==> config.mk <==
export PLATFORM = sky130hd
export DESIGN_NAME = operand_fetch
export DESIGN_NICKNAME = d
export VERILOG_FILES = /design/src/rtl/rf_pkg.sv /design/src/rtl/rf_hazard_cmp.sv /design/src/rtl/operand_fetch.sv
export SDC_FILE = /design/constraint.sdc
export NUM_CORES = 1
export LEC_CHECK = 0
export ABC_AREA = 1
export CAP_MARGIN = 20
export CORE_MARGIN = 10
export CORE_UTILIZATION = 42
export CTS_BUF_LIST = sky130_fd_sc_hd__clkbuf_8
export DETAILED_ROUTE_END_ITERATION = 10
export PLACE_DENSITY = 0.82
export SETUP_SLACK_MARGIN = 0.05
export SLEW_MARGIN = 20
export SYNTH_ARGS = -nofsm -noshare
export SYNTH_HDL_FRONTEND = slang
export SYNTH_SLANG_ARGS = --single-unit
export TNS_END_PERCENT = 1
==> constraint.sdc <==
create_clock -name clk -period 2.9 [get_ports clk]
set_clock_uncertainty 0.2 [all_clocks]
set_input_delay 0.58 -clock clk [delete_from_list [all_inputs] [get_ports clk]]
set_output_delay 0.58 -clock clk [all_outputs]
set_load 0.02 [all_outputs]
==> src/rtl/rf_pkg.sv <==
// Shared definitions for the operand-fetch stage in front of the 16x16 register file.
// Holds the BITS/ADDR defaults, the 2-bit fetch FSM encoding and the operand-select enum.
package rf_pkg;

  localparam int unsigned BitsDefault = 16;
  localparam int unsigned AddrDefault = 4;

  typedef enum logic [1:0] {
    StIdle  = 2'd0,
    StFetch = 2'd1,
    StRetry = 2'd2,
    StValid = 2'd3
  } of_state_e;

  typedef enum logic [1:0] {
    SelZero = 2'd0,
    SelRf   = 2'd1,
    SelByp  = 2'd2,
    SelWb   = 2'd3
  } op_sel_e;

endpackage

==> src/rtl/rf_hazard_cmp.sv <==
// Per-operand writeback hazard compare and operand select.
// Ports:
//   use_i       operand is actually read
//   rs_i        source register address being compared
//   wb_we_i     writeback enable
//   wb_wa_i     writeback address
//   wb_wd_i     writeback data
//   byp_vld_i   a bypass value was latched during the issue cycle
//   byp_data_i  latched bypass value
//   rf_rd_i     registered register-file read data
//   hit_o       writeback in this cycle targets the operand
//   op_o        selected operand: zero if unused, else wb > bypass > register file
module rf_hazard_cmp
  import rf_pkg::*;
#(
  parameter int unsigned BITS = BitsDefault,
  parameter int unsigned ADDR = AddrDefault
) (
  input  logic            use_i,
  input  logic [ADDR-1:0] rs_i,
  input  logic            wb_we_i,
  input  logic [ADDR-1:0] wb_wa_i,
  input  logic [BITS-1:0] wb_wd_i,
  input  logic            byp_vld_i,
  input  logic [BITS-1:0] byp_data_i,
  input  logic [BITS-1:0] rf_rd_i,
  output logic            hit_o,
  output logic [BITS-1:0] op_o
);

  op_sel_e sel;

  assign hit_o = use_i & wb_we_i & (wb_wa_i == rs_i);

  always_comb begin
    if (!use_i) begin
      sel = SelZero;
    end else if (hit_o) begin
      sel = SelWb;
    end else if (byp_vld_i) begin
      sel = SelByp;
    end else begin
      sel = SelRf;
    end
  end

  always_comb begin
    op_o = '0;
    unique case (sel)
      SelZero: op_o = '0;
      SelRf:   op_o = rf_rd_i;
      SelByp:  op_o = byp_data_i;
      SelWb:   op_o = wb_wd_i;
      default: op_o = '0;
    endcase
  end

endmodule

==> src/rtl/operand_fetch.sv <==
// Operand-fetch stage: accepts decoded instructions, reads the register file (1-cycle
// registered read), resolves read-after-write hazards against writeback and presents
// operands to execute. One instruction per two cycles, accept -> out_valid in 2 cycles.
// Ports:
//   clk, rstn                clock, asynchronous active-low reset
//   in_valid/in_ready        instruction handshake; in_rs1/2, in_use1/2, in_rd fields
//   rf_re1/2, rf_ra1/2       register-file read enables / addresses (addresses hold when idle)
//   rf_rd1/2                 register-file read data, one cycle after the read
//   wb_we, wb_wa, wb_wd      writeback port (same write as the register file sees)
//   out_valid/out_ready      operand handshake; out_op1/2, out_rd
// Build option OPERAND_FETCH_BYPASS_EN: forward hazarded writes instead of re-reading.
// Without it a hazard sends the FSM through RETRY to repeat the read.
module operand_fetch
  import rf_pkg::*;
#(
  parameter int unsigned BITS = BitsDefault,
  parameter int unsigned ADDR = AddrDefault
) (
  input  logic            clk,
  input  logic            rstn,
  input  logic            in_valid,
  output logic            in_ready,
  input  logic [ADDR-1:0] in_rs1,
  input  logic [ADDR-1:0] in_rs2,
  input  logic            in_use1,
  input  logic            in_use2,
  input  logic [ADDR-1:0] in_rd,
  output logic            rf_re1,
  output logic            rf_re2,
  output logic [ADDR-1:0] rf_ra1,
  output logic [ADDR-1:0] rf_ra2,
  input  logic [BITS-1:0] rf_rd1,
  input  logic [BITS-1:0] rf_rd2,
  input  logic            wb_we,
  input  logic [ADDR-1:0] wb_wa,
  input  logic [BITS-1:0] wb_wd,
  output logic            out_valid,
  input  logic            out_ready,
  output logic [BITS-1:0] out_op1,
  output logic [BITS-1:0] out_op2,
  output logic [ADDR-1:0] out_rd
);

  of_state_e       state_q, state_d;
  logic [ADDR-1:0] rs1_q, rs1_d, rs2_q, rs2_d, rd_q, rd_d;
  logic            use1_q, use1_d, use2_q, use2_d;
  logic [BITS-1:0] out_op1_q, out_op1_d, out_op2_q, out_op2_d;
  logic [ADDR-1:0] out_rd_q, out_rd_d;

  logic            accept;
  logic            cmp_use1, cmp_use2;
  logic [ADDR-1:0] cmp_rs1, cmp_rs2;
  logic            hit1, hit2;
  logic [BITS-1:0] op1_cap, op2_cap;
  logic            byp_vld1, byp_vld2;
  logic [BITS-1:0] byp_dat1, byp_dat2;

`ifdef OPERAND_FETCH_BYPASS_EN
  logic            byp_vld1_q, byp_vld1_d, byp_vld2_q, byp_vld2_d;
  logic [BITS-1:0] byp_dat1_q, byp_dat1_d, byp_dat2_q, byp_dat2_d;
  assign byp_vld1 = byp_vld1_q;
  assign byp_vld2 = byp_vld2_q;
  assign byp_dat1 = byp_dat1_q;
  assign byp_dat2 = byp_dat2_q;
`else
  // Issue-cycle hazard seen; forces a RETRY once FETCH is reached.
  logic haz_q, haz_d;
  assign byp_vld1 = 1'b0;
  assign byp_vld2 = 1'b0;
  assign byp_dat1 = '0;
  assign byp_dat2 = '0;
`endif

  assign in_ready  = (state_q == StIdle) | ((state_q == StValid) & out_ready);
  assign accept    = in_valid & in_ready;
  assign out_valid = (state_q == StValid);
  assign out_op1   = out_op1_q;
  assign out_op2   = out_op2_q;
  assign out_rd    = out_rd_q;

  // Reads issue on accept (fresh fields) or in RETRY (latched fields).
  assign rf_re1 = accept ? in_use1 : ((state_q == StRetry) & use1_q);
  assign rf_re2 = accept ? in_use2 : ((state_q == StRetry) & use2_q);
  assign rf_ra1 = accept ? in_rs1 : rs1_q;
  assign rf_ra2 = accept ? in_rs2 : rs2_q;

  // The comparators look at whatever is issuing this cycle, else at the latched operand.
  assign cmp_use1 = accept ? in_use1 : use1_q;
  assign cmp_use2 = accept ? in_use2 : use2_q;
  assign cmp_rs1  = accept ? in_rs1 : rs1_q;
  assign cmp_rs2  = accept ? in_rs2 : rs2_q;

  rf_hazard_cmp #(.BITS(BITS), .ADDR(ADDR)) u_cmp1 (
    .use_i      (cmp_use1),
    .rs_i       (cmp_rs1),
    .wb_we_i    (wb_we),
    .wb_wa_i    (wb_wa),
    .wb_wd_i    (wb_wd),
    .byp_vld_i  (byp_vld1),
    .byp_data_i (byp_dat1),
    .rf_rd_i    (rf_rd1),
    .hit_o      (hit1),
    .op_o       (op1_cap)
  );

  rf_hazard_cmp #(.BITS(BITS), .ADDR(ADDR)) u_cmp2 (
    .use_i      (cmp_use2),
    .rs_i       (cmp_rs2),
    .wb_we_i    (wb_we),
    .wb_wa_i    (wb_wa),
    .wb_wd_i    (wb_wd),
    .byp_vld_i  (byp_vld2),
    .byp_data_i (byp_dat2),
    .rf_rd_i    (rf_rd2),
    .hit_o      (hit2),
    .op_o       (op2_cap)
  );

  always_comb begin
    state_d   = state_q;
    rs1_d     = rs1_q;
    rs2_d     = rs2_q;
    use1_d    = use1_q;
    use2_d    = use2_q;
    rd_d      = rd_q;
    out_op1_d = out_op1_q;
    out_op2_d = out_op2_q;
    out_rd_d  = out_rd_q;
`ifdef OPERAND_FETCH_BYPASS_EN
    byp_vld1_d = byp_vld1_q;
    byp_vld2_d = byp_vld2_q;
    byp_dat1_d = byp_dat1_q;
    byp_dat2_d = byp_dat2_q;
`else
    haz_d = haz_q;
`endif

    if (accept) begin
      rs1_d  = in_rs1;
      rs2_d  = in_rs2;
      use1_d = in_use1;
      use2_d = in_use2;
      rd_d   = in_rd;
`ifdef OPERAND_FETCH_BYPASS_EN
      byp_vld1_d = hit1;
      byp_vld2_d = hit2;
      byp_dat1_d = wb_wd;
      byp_dat2_d = wb_wd;
`else
      haz_d = hit1 | hit2;
`endif
    end

    unique case (state_q)
      StIdle: begin
        if (accept) state_d = StFetch;
      end
      StFetch: begin
`ifdef OPERAND_FETCH_BYPASS_EN
        out_op1_d = op1_cap;
        out_op2_d = op2_cap;
        out_rd_d  = rd_q;
        state_d   = StValid;
`else
        if (haz_q | hit1 | hit2) begin
          state_d = StRetry;
        end else begin
          out_op1_d = op1_cap;
          out_op2_d = op2_cap;
          out_rd_d  = rd_q;
          state_d   = StValid;
        end
`endif
      end
      StRetry: begin
`ifndef OPERAND_FETCH_BYPASS_EN
        haz_d = hit1 | hit2;
`endif
        state_d = StFetch;
      end
      StValid: begin
        if (out_ready) state_d = in_valid ? StFetch : StIdle;
      end
      default: state_d = StIdle;
    endcase
  end

  always_ff @(posedge clk or negedge rstn) begin
    if (!rstn) begin
      state_q   <= StIdle;
      rs1_q     <= '0;
      rs2_q     <= '0;
      use1_q    <= 1'b0;
      use2_q    <= 1'b0;
      rd_q      <= '0;
      out_op1_q <= '0;
      out_op2_q <= '0;
      out_rd_q  <= '0;
`ifdef OPERAND_FETCH_BYPASS_EN
      byp_vld1_q <= 1'b0;
      byp_vld2_q <= 1'b0;
      byp_dat1_q <= '0;
      byp_dat2_q <= '0;
`else
      haz_q <= 1'b0;
`endif
    end else begin
      state_q   <= state_d;
      rs1_q     <= rs1_d;
      rs2_q     <= rs2_d;
      use1_q    <= use1_d;
      use2_q    <= use2_d;
      rd_q      <= rd_d;
      out_op1_q <= out_op1_d;
      out_op2_q <= out_op2_d;
      out_rd_q  <= out_rd_d;
`ifdef OPERAND_FETCH_BYPASS_EN
      byp_vld1_q <= byp_vld1_d;
      byp_vld2_q <= byp_vld2_d;
      byp_dat1_q <= byp_dat1_d;
      byp_dat2_q <= byp_dat2_d;
`else
      haz_q <= haz_d;
`endif
    end
  end

endmodule

==> results of run 1 <==
Yosys cell counts:
master,n,area share
nand2_2,2,0.0050
clkinv_1,2,0.0030
buf_6,5,0.023
or2_2,2,0.0050
dfrtp_1,53,0.53
nor2_2,7,0.018
a31oi_1,1,0.0025
nand2_1,77,0.12
o21ai_1,36,0.072
clkbuf_1,2,0.0030
nand3b_1,3,0.0090
a21oi_2,2,0.0070
nand3_1,50,0.10
nor2_1,9,0.014
a21oi_1,7,0.014
nand3_4,3,0.021
buf_2,4,0.0080
buf_4,4,0.012
inv_1,23,0.035
cells by family after synthesis:
kind of cell	count (synthesis)	synth area share
simple gates	153	0.288
flops	53	0.533
buf+inv	40	0.0834
compound gates	46	0.0960
worst max-delay path, stage by stage:
cell and delay, ns:
clkdlybuf4s50_1 0.47, nand3_1 0.09, nand2_2 0.08, nand2_2 0.08
nor2_1 0.16, inv_1 0.06, a21oi_1 0.15, clkdlybuf4s15_1 0.34
area by class of cell:
cell class,count,area share
inverters,25,0.0250
clock buffers,6,0.0220
repair buffers,124,0.318
well taps,72,0.0240
multi-input cells,199,0.254
flip-flops and latches,53,0.353
clock inverters,2,0.00366
worst min path at each step:
stage,depth (start not counted),start,slack [ns],endpoint
2_1_floorplan,0,rstn,0.08,haz_q
3_3_place_gp,2,out_op1[3],0.27,out_op1[3]
3_5_place_dp,2,out_op1[2],0.28,out_op1[2]
4_1_cts,1,rstn,0.08,out_op1[9]
5_1_grt,1,rstn,0.1,out_op1[9]
6_report,1,rstn,0.07,out_op1[9]
placed cells by master (no fill, tap or decap), drive strengths merged:
| cell | instances |
|---|---|
| nand3b | 3 |
| clkdlybuf4s50 | 91 |
| dfrtp | 53 |
| a21oi | 9 |
| inv | 23 |
| nand3 | 53 |
| nor2 | 16 |
| o21ai | 36 |
| a31oi | 1 |
| or2 | 2 |
| nand2 | 79 |
| clkinv | 4 |
| dlygate4sd2 | 7 |
| buf | 23 |
| clkdlybuf4s15 | 3 |
| clkbuf | 6 |
per-layer routing:
layer	wire, um	global-route usage	up-vias	part of all wire
li1	-	-	1180	-
met1	2920	0.165	1025	0.42
met2	3380	0.250	62	0.49
met3	553	0.0596	6	0.080
met4	87	0.0451	0	0.013
met5	0	0	-	0
sequential cells by signal, indices dropped and copies added (netlist names):
signal	count
rs1_q	4
out_op1	16
rd_q	4
state_q	2
use2_q	1
haz_q	1
rs2_q	4
out_op2	16
out_rd	4
use1_q	1
power by group:
part           internal (mW)  total, mW  switching (mW)  leakage [nW]
Combinational           1.01       2.31            1.30          1.02
Clock                  0.194      0.441           0.247        0.0512
Sequential              1.07       1.23           0.159         0.675
Total                   2.27       3.98            1.71          1.75
what timing repair did:
| item | CTS | global route |
|---|---|---|
| setup buffers | 0 | 0 |
| gates resized for setup | 10 | 3 |
| endpoints found under the setup margin | 10 | 5 |
==> flow_summary_export.csv, run 1 <==
group,metric,value,unit
floorplan,row_count,27,
critical_path,cp.arrival,2.02,ns
drt,viasPerCell,4.73,
sta,rsz0062_at_grt,"true",
critical_path,crit_type,"in -> out",
power,p_leak,1.75,nW
clocking,cts_tree,"yes",
yosys,synth_fp_nets,363,
place,dp_hpwl,5430,um
cells_and_area,postLayoutCoreUtil,0.666,
clocking,cts_buffer_depth,2,
critical_path,start_kind,"input pin",
critical_path,critPathMaxFanout,4,
yosys,synthDistinctLibCells,19,
cells_and_area,drive_gt1_frac,0.115,
floorplan,die_w,97.0,um
cells_and_area,n_fill_cell,478,
yosys,ys_seq_area_frac,0.533,
clocking,clkTransAtPathRegs,0.10,ns
sta,final-hold-violation-count,0,
global_route,gr-usage-all-layers,0.148,
global_route,grt_first_pass_wirelength,11600,um
critical_path,cp-end-kind,"output pin",
critical_path,regToRegStartpoint,"state_q[1]",
sta,finalSetupViolCount,0,
global_route,overflow,0,
sta,fin_hold_ws,0.0687,ns
global_route,grt_pass1_vias,2332,
cells_and_area,antennaDiodeCount,0,
drt,drt_pre_antenna_iters,4,
clocking,holdBufCountCts,0,
yosys,yosysWarnings,0,
cells_and_area,multi_input_area,956,um^2
clocking,clock_sinks,53,
yosys,syn_area,2490,um^2
floorplan,ioPinCount,119,
sta,drv_slew,0,
cells_and_area,finalNetCount,479,
cells_and_area,final-seq-area,1330,um^2
critical_path,required,2.12,ns
place,dp.cells,473,
drt,avgRoutedWirePerCell,14.4,um
yosys,syn_inst,292,
drt,ant_nets,0,
sta,relSlewSlack,0.593,
yosys,synth_area_per_cell,8.53,um^2
flow_run,drv_cap,0,
critical_path,rr_worst_depth,16,
sta,finalCritPeriodShare,0.966,
global_route,grt_max_degree,37,
place,place_area,3670,um^2
clocking,cts_buffers,5,
drt,drt_iter0_drc,72,
drt,vias,2273,
global_route,antenna_found_initial,0,
critical_path,r2r_slack,0.58,ns
power,finalPower,3.98,mW
drt,drt-total-wl,6940,um
cells_and_area,fin_area,3760,um^2
sta,max_clock_freq,357,MHz
sta,tightest_slew,0.610,ns
status,status,"completed",
drt,drc,0,
power,power.density,1060,nW/um^2
critical_path,cp-startpoint,"out_ready",
cells_and_area,fin_cells,481,
floorplan,die_h,97.0,um
floorplan,die_area,9410,um^2
place,place.gp.congestion,0.804,
power,peakVddDrop,607,uV
clocking,root_buffer,"clkbuf_8",
place,port_buffers,102,
min_path,hold_class,"in -> async",
floorplan,start_util,0.441,
cells_and_area,syn2layout_area_growth,51.0,%
place,dp_slack,-0.256,ns
critical_path,r2r-end,"out_op1[3]",
floorplan,core-area,5640,um^2
sta,post-route-min-period,2.80,ns
sta,post-route-worst-setup-slack,0.100,ns
yosys,synth_seq_cells,53,
clocking,htreeDepth,2,
sta,finalSetupTns,0,ns
critical_path,cp-endpoint,"rf_re2",
clocking,clk_latency,0.31,ns
Note: power is estimated with default switching activity, not from simulation.
==> run 2, diff against run 1 <==
CTS_CLUSTER_DIAMETER = 150   (was unset)
==> results of run 2 <==
No change in the layout: final DEF, timing and power equal those of run 1.
==> run 3, diff against run 2 <==
SKIP_CTS_REPAIR_TIMING = 1   (was unset)
==> run 3 against run 2 <==
  * Utilization rose by 0.64 points
  * Via count barely moved
  * Hold slack improved by 0.00080 ns
  * Critical path depth did not move
  * Final cell count did not move
  * Highest routed layer unchanged
  * Largest cell class unchanged
  * Clock power barely moved
  * Clock-buffer cell count did not move
  * First-iteration DRC count fell by 9.7%
  * Power rose by 0.83%
==> flow_summary_export.csv, run 3 (synthesized netlist as in run 1, its figures left out) <==
group,metric,value,unit
power,p_leak,1.86,nW
floorplan,die_w,97.0,um
clocking,cts_buffers,5,
power,peakVddDrop,575,uV
cells_and_area,antennaDiodeCount,0,
critical_path,critPathMaxFanout,4,
drt,avgRoutedWirePerCell,14.6,um
critical_path,crit_type,"in -> out",
sta,post-route-worst-setup-slack,0.184,ns
status,status,"completed",
cells_and_area,syn2layout_area_growth,52.5,%
clocking,cts_buffer_depth,2,
critical_path,cp.arrival,1.94,ns
sta,relSlewSlack,0.593,
global_route,gr-usage-all-layers,0.147,
sta,finalSetupViolCount,0,
clocking,clk_latency,0.31,ns
critical_path,required,2.12,ns
sta,finalCritPeriodShare,0.936,
cells_and_area,n_fill_cell,466,
critical_path,start_kind,"input pin",
cells_and_area,final-seq-area,1330,um^2
cells_and_area,layout_commonest_cell,"clkdlybuf4s50_1",
sta,rsz0062_at_grt,"false",
sta,tightest_slew,0.611,ns
place,place.gp.congestion,0.804,
flow_run,drv_cap,0,
drt,drt-total-wl,7000,um
floorplan,die_area,9410,um^2
drt,vias,2274,
place,dp_hpwl,5430,um
floorplan,core-area,5640,um^2
sta,drv_slew,0,
clocking,cts_tree,"yes",
sta,final-hold-violation-count,0,
cells_and_area,drive_gt1_frac,0.115,
sta,max_clock_freq,368,MHz
floorplan,row_count,27,
cells_and_area,finalNetCount,479,
drt,drt_pre_antenna_iters,4,
global_route,antenna_found_initial,0,
floorplan,ioPinCount,119,
drt,drt_iter0_drc,65,
drt,ant_nets,0,
clocking,root_buffer,"clkbuf_8",
cells_and_area,postLayoutCoreUtil,0.673,
place,dp_slack,-0.256,ns
global_route,grt_max_degree,37,
cells_and_area,multi_input_area,956,um^2
critical_path,r2r_slack,0.57,ns
drt,viasPerCell,4.73,
floorplan,die_h,97.0,um
power,power.density,1060,nW/um^2
place,port_buffers,102,
floorplan,start_util,0.441,
sta,post-route-min-period,2.72,ns
global_route,grt_first_pass_wirelength,11600,um
drt,drc,0,
sta,finalSetupTns,0,ns
clocking,clock_sinks,53,
critical_path,cp-end-kind,"output pin",
global_route,grt_pass1_vias,2332,
sta,fin_hold_ws,0.0696,ns
global_route,overflow,0,
min_path,hold_class,"in -> async",
clocking,htreeDepth,2,
power,finalPower,4.01,mW
clocking,clkTransAtPathRegs,0.10,ns
cells_and_area,final_cell_mix,"90 x clkdlybuf4s50_1, 77 x nand2_1, 53 x dfrtp_1, 50 x nand3_1, 36 x o21ai_1",
## run 3: cell count changes in the layout (fill, tap and decap cells not counted)
cell,delta
dlygate4sd2_1,-7
clkdlybuf4s50_1,-1
dlymetal6s2s_1,+11
clkdlybuf4s15_1,-3
## run 3: per-layer routing
layer | share of wire | up-vias | track usage
met3 | 0.076 | 6 | 0.0596
met5 | 0 | - | 0
met4 | 0.012 | 0 | 0.0451
li1 | - | 1183 | -
met1 | 0.42 | 1027 | 0.164
met2 | 0.49 | 58 | 0.250
## run 3: path summary, 6_finish.rpt
check | from | end | cells past startpoint
max in group asynchronous | rstn | rd_q[0] | 2
worst min-delay path | rstn | out_op1[9] | 1
worst max-delay path | out_ready | rf_re2 | 8
min in group clk | out_op2[1] | out_op2[1] | 2
worst max register to register | state_q[1] | out_op1[3] | 16
worst min register to register | out_op2[1] | out_op2[1] | 2
## run 3: stage by stage
| step | instance area, um^2 | instances |
|---|---|---|
| after floorplan | 2490 | 292 |
| after global placement | 3670 | 473 |
| after detailed placement | 3670 | 473 |
| after CTS | 3770 | 481 |
| after global routing | 3800 | 481 |
| final | 3800 | 481 |
## run 3: where the power goes
part	total, mW	switching [mW]	internal, mW
logic	2.35	1.31	1.04
clock network	0.440	0.246	0.194
registers	1.23	0.159	1.07
total	4.01	1.71	2.30
## run 3: layout make-up
class,instances,share of cell area
Clock buffer,6,0.0218
Timing Repair Buffer,124,0.325
Sequential cell,53,0.349
Multi-Input combinational cell,199,0.252
Clock inverter,2,0.00363
Inverter,25,0.0247
Tap cell,72,0.0237
## run 3: worst max-delay path, stage by stage
cell and delay, ns:
clkdlybuf4s50_1 0.47, nand3_1 0.09, nand2_2 0.08, nand2_2 0.08, nor2_1 0.17, inv_1 0.06, a21oi_1 0.15, dlymetal6s2s_1 0.26
